==> config.mk <==
export PLATFORM = sky130hd
export DESIGN_NAME = fetch_sequencer
export DESIGN_NICKNAME = d
export VERILOG_FILES = /design/src/rtl/fetch_sequencer.sv
export SDC_FILE = /design/constraint.sdc
export NUM_CORES = 1
export LEC_CHECK = 0
export CORE_MARGIN = 10
export CORE_UTILIZATION = 35
export CTS_CLUSTER_DIAMETER = 100
export DETAILED_ROUTE_END_ITERATION = 10
export HOLD_SLACK_MARGIN = 0.12
export PLACE_DENSITY = 0.88
export SKIP_CTS_REPAIR_TIMING = 1
export SLEW_MARGIN = 20
export SYNTH_ARGS = -nofsm -noshare
export SYNTH_HDL_FRONTEND = slang
export SYNTH_SLANG_ARGS = --single-unit
==> constraint.sdc <==
create_clock -name clk -period 3.2 [get_ports clk]
set_input_delay 0.48 -clock clk [delete_from_list [all_inputs] [get_ports clk]]
set_output_delay 0.48 -clock clk [all_outputs]
set_load 0.02 [all_outputs]
==> src/rtl/fetch_sequencer.sv <==
// Instruction fetch sequencer: one outstanding request at a time, pushes fetched
// slots into the instruction FIFO. Define FETCH_DUAL_ISSUE_EN to fetch two slots per aligned beat.
module fetch_sequencer (
  input  logic        clk,
  input  logic        rst,
  input  logic [31:0] pc_address,
  input  logic        branch_taken,
  input  logic        exception_taken,
  input  logic        fifo_full,
  output logic        inst_req,
  output logic [31:0] inst_addr,
  input  logic        inst_addr_ok,
  input  logic        inst_data_ok,
  input  logic [63:0] inst_rdata,
  output logic        pc_en,
  output logic        inst_ok_1,
  output logic        inst_ok_2,
  output logic        fifo_push,
  output logic [31:0] fifo_pc,
  output logic [63:0] fifo_inst,
  output logic        fifo_valid_2,
  output logic        busy
);

  typedef enum logic [1:0] {
    S_IDLE,
    S_ADDR,
    S_DATA,
    S_DROP
  } state_e;

  state_e      state_q, state_d;
  logic [31:0] req_pc_q, req_pc_d;
  logic        redirect;
  logic        accept;
  logic        dual;
  logic [31:0] advance;

`ifdef FETCH_DUAL_ISSUE_EN
  assign dual = ~req_pc_q[2];
`else
  assign dual = 1'b0;
`endif

  assign redirect = branch_taken | exception_taken;
  assign advance  = dual ? 32'd8 : 32'd4;

  always_ff @(posedge clk) begin
    if (rst) begin
      state_q  <= S_IDLE;
      req_pc_q <= 32'hbfc0_0000;
    end else begin
      state_q  <= state_d;
      req_pc_q <= req_pc_d;
    end
  end

  always_comb begin
    state_d  = state_q;
    req_pc_d = req_pc_q;
    accept   = 1'b0;
    unique case (state_q)
      S_IDLE: begin
        if (!fifo_full && !redirect) begin
          req_pc_d = pc_address;
          state_d  = S_ADDR;
        end
      end
      S_ADDR: begin
        if (inst_addr_ok) begin
          state_d = redirect ? S_DROP : S_DATA;
        end else if (redirect) begin
          state_d = S_IDLE;
        end
      end
      S_DATA: begin
        // A redirect always wins over returning data; the data is stale.
        if (redirect) begin
          state_d = inst_data_ok ? S_IDLE : S_DROP;
        end else if (inst_data_ok) begin
          accept = 1'b1;
          if (!fifo_full) begin
            req_pc_d = pc_address + advance;
            state_d  = S_ADDR;
          end else begin
            state_d  = S_IDLE;
          end
        end
      end
      S_DROP: begin
        if (inst_data_ok) begin
          state_d = S_IDLE;
        end
      end
      default: state_d = S_IDLE;
    endcase
  end

  always_comb begin
    inst_req     = ~rst & (state_q == S_ADDR);
    inst_addr    = req_pc_q;
    busy         = ~rst & (state_q != S_IDLE);
    fifo_push    = ~rst & accept;
    pc_en        = ~rst & (accept | redirect);
    inst_ok_1    = fifo_push;
    inst_ok_2    = fifo_push & dual;
    fifo_valid_2 = inst_ok_2;
    fifo_pc      = fifo_push ? req_pc_q : '0;
    fifo_inst    = fifo_push ? inst_rdata : '0;
  end

endmodule

==> results.py <==
metrics = {
    "synthesis": {
        "yosys-top-cells-area": "dfxtp_1 (25%), and2_1 (23%), a311oi_1 (4.5%)",
        "yosysUniqueCellTypes": 42,
        "yosysSeqAreaShare_pct": 25.2,
        "synth_top_cell_by_area": "dfxtp_1",
        "async_flop_share_pct": 0,
        "syn_area_per_cell_um2": 7.31,
        "synth_edf_count": 0,
        "synth_warnings": 0,
        "synth-seq-cells": 34,
        "syn-cell-area_um2": 2710,
        "synth_cells": 370,
        "yosys.area.top_type_share_pct": 25.2,
        "synth-main-ff-cell": "dfxtp_1",
    },
    "final_layout": {
        "fin_nets": 693,
        "fin_util_pct": 71.1,
        "drive_above_1_share_pct": 4.41,
        "final_area_um2": 5240,
        "area_delta_synth_final_pct": 93.6,
        "nFillCells": 607,
        "stdcell_count": 690,
    },
    "route": {
        "wl_per_cell_um": 18.2,
        "drt_first_iter_violations": 130,
        "vias": 3452,
        "via_per_inst": 5.00,
        "wl_mm": 12.6,
        "ant_nets": 0,
        "first_pass_iters": 4,
        "drc": 0,
    },
    "sta": {
        "rsz0062_at_grt": "no",
        "tightest_slew_ns": 0.651,
        "finalSetupViolCount": 0,
        "max_freq_mhz": 332,
        "period_needed_ns": 3.01,
        "tns_ns": 0,
        "finClkSkew_ns": 0.0141,
        "timing.hold.ws_ns": 0.470,
        "relSlewSlack_pct": 56.6,
        "report.final.slew_viol_count": 0,
        "timing.final.crit_share_pct": 94.0,
        "hold_violations": 0,
        "finalWorstSetupSlack_ns": 0.192,
    },
    "setup_path": {
        "crit_slowest_cell": "clkdlybuf4s50_1",
        "regToRegSetupSlack_ns": 1.06,
        "setup.worst_path.end": "fifo_inst[34]",
        "path_max_fanout": 60,
        "cp.arrival_ns": 2.53,
        "required_ns": 2.72,
        "crit_path_start": "exception_taken",
        "cp-end-kind": "output pin",
        "startpoint_type": "input port",
        "r2r_start": "state_q[0]",
        "r2r_cells": 4,
        "crit_top_cell": "clkdlybuf4s50_1",
        "critPathMaxStageDelay_ns": 0.68,
        "crit_type": "input port to output pin",
        "cp_cell_sequence": "clkdlybuf4s50_1 > or2_2 > nor3_4 > buf_12 > and2_1 > clkdlybuf4s50_1",
        "reg2reg_to": "inst_addr[24]",
    },
    "placement": {
        "io_buffers": 235,
        "gp_congestion": 0.896,
        "hpwlAfterDp_mm": 10.7,
        "dp_cells": 681,
        "dp_slack_ns": 0.139,
        "place_area_um2": 5120,
    },
    "grt": {
        "antenna_found_initial": 1,
        "grt_pass1_wl_mm": 18.6,
        "grt_pass1_vias": 3339,
        "grt-ovfl-total": 0,
        "grt_max_degree": 61,
        "track_usage_pct": 19.7,
    },
    "die": {
        "core_um2": 7370,
        "io_pins": 238,
        "initial_core_util_pct": 36.7,
        "row_count": 31,
        "die_w_um": 108,
        "die_h_um": 108,
        "dieArea_um2": 11600,
    },
    "clock_tree": {
        "htree_levels": 2,
        "cts_tree": "yes",
        "cts_buffers": 5,
        "clock_path_buffers": 2,
        "clock_latency_ns": 0.29,
        "clock-root-buffer": "clkbuf_8",
        "clkTransAtPathRegs_ns": 0.07,
        "clock_sinks": 34,
    },
    "min_path": {
        "hold_path_class": "flip-flop to flip-flop",
        "hold_path_startpoint": "inst_addr[1]",
    },
    "power": {
        "combPwrFrac_pct": 26.7,
        "intPower_mw": 0.856,
        "p_seq_share_pct": 39.6,
        "p_leak_nw": 1.80,
        "power.switching_mw": 0.302,
        "vdd_drop_max_mv": 0.141,
        "clockPowerShare_pct": 33.7,
        "p_sw_share_pct": 26.1,
        "pwr_density_cell_nw_per_um2": 221,
        "power_mw": 1.16,
    },
    "job": {
        "drv_cap": 0,
    },
    "outcome": {
        "outcome": "finished, final reports clean",
    },
}
==> power by group through the flow <==
stage / Sequential (mW) / Clock (mW) / Combinational [mW]
2_1_floorplan: 0.487 / 0 / 0.0875
3_3_place_gp: 0.467 / 0 / 0.302
3_5_place_dp: 0.469 / 0 / 0.309
4_1_cts: 0.459 / 0.398 / 0.310
5_1_grt: 0.462 / 0.417 / 0.334
6_report: 0.459 / 0.391 / 0.309
==> layout by cell type, fill, tap and decap left out, drive strengths merged, types with 2 or more instances in the layout <==
cell type      count
a2111oi            2
a211oi            16
a21oi              4
a311oi            14
a31oi              3
and2              98
and3               3
and4               5
buf                7
clkbuf             7
clkdlybuf4s50    234
conb               2
dfxtp             34
inv                4
nand2             19
nand2b             2
nand3              9
nand4             11
nand4b             2
nor2              31
nor2b              4
nor3              20
nor3b              4
nor4               9
o21ai              7
or2                7
or3                9
xnor2              7
xor2               6
==> synthesized netlist by cell type, types with 2 or more instances <==
cell and number:
a2111oi_0 2, a211oi_1 16, nor2b_1 4, nor4_1 8
a21oi_1 4, xor2_1 6, o21ai_0 7, inv_1 4
and3_1 3, xnor2_1 7, a311oi_1 14, nor2_1 31
and2_1 98, nor3_1 18, buf_2 4, nor3_2 2
dfxtp_1 34, a31oi_1 3, nand3_1 9, or2_2 7
clkbuf_1 22, nand4_1 11, nand2b_1 2, nand2_1 19
nor3b_1 4, buf_4 3, or3_1 9, and4_1 5
==> cells by family after synthesis <==
family | share of synthesized area [%]
fa+ha+maj | 0.462
xor+xnor | 4.21
flops | 25.2
buf+inv | 5.32
other cells | 0.139
simple gates | 50.2
mux | 0.370
compound gates | 14.1
==> metal layers <==
metal | GRT usage (%) | share of wire (%) | vias up
li1 | - | - | 1743
met1 | 21.4 | 38 | 1545
met2 | 37.7 | 53 | 151
met3 | 4.55 | 7.3 | 13
met4 | 4.20 | 1.3 | 0
met5 | 0 | 0 | -
==> how the worst min path moves through the flow <==
stage	to	slack (ns)	cells past startpoint
3_5_place_dp	inst_addr[0]	0.47	2
6_report	inst_addr[1]	0.47	2
3_3_place_gp	inst_addr[0]	0.46	2
2_1_floorplan	inst_addr[0]	0.54	2
4_1_cts	inst_addr[0]	0.48	2
5_1_grt	inst_addr[1]	0.51	2
==> worst max-delay path: cells and delay by family <==
| kind | cells | cell delay, ns |
|---|---|---|
| AND/OR/NAND/NOR | 3 | 0.70 |
| buffers and inverters | 3 | 1.35 |
==> layout make-up <==
type,count,area [µm²],share of cell area (%)
Timing Repair Buffer,241,2410,46.0
Multi-Input combinational cell,303,1900,36.3
Sequential cell,34,681,13.0
Tap cell,99,124,2.37
Clock buffer,7,76.3,1.46
Clock inverter,1,30.0,0.573
Inverter,4,15.0,0.287
Antenna cell,1,2.50,0.0478
==> sequential cells by signal, summed over array words and instances, names as in the netlist <==
signal / flops
inst_addr: 32
state_q: 2
No activity file was read; power rests on OpenSTA's default activity.
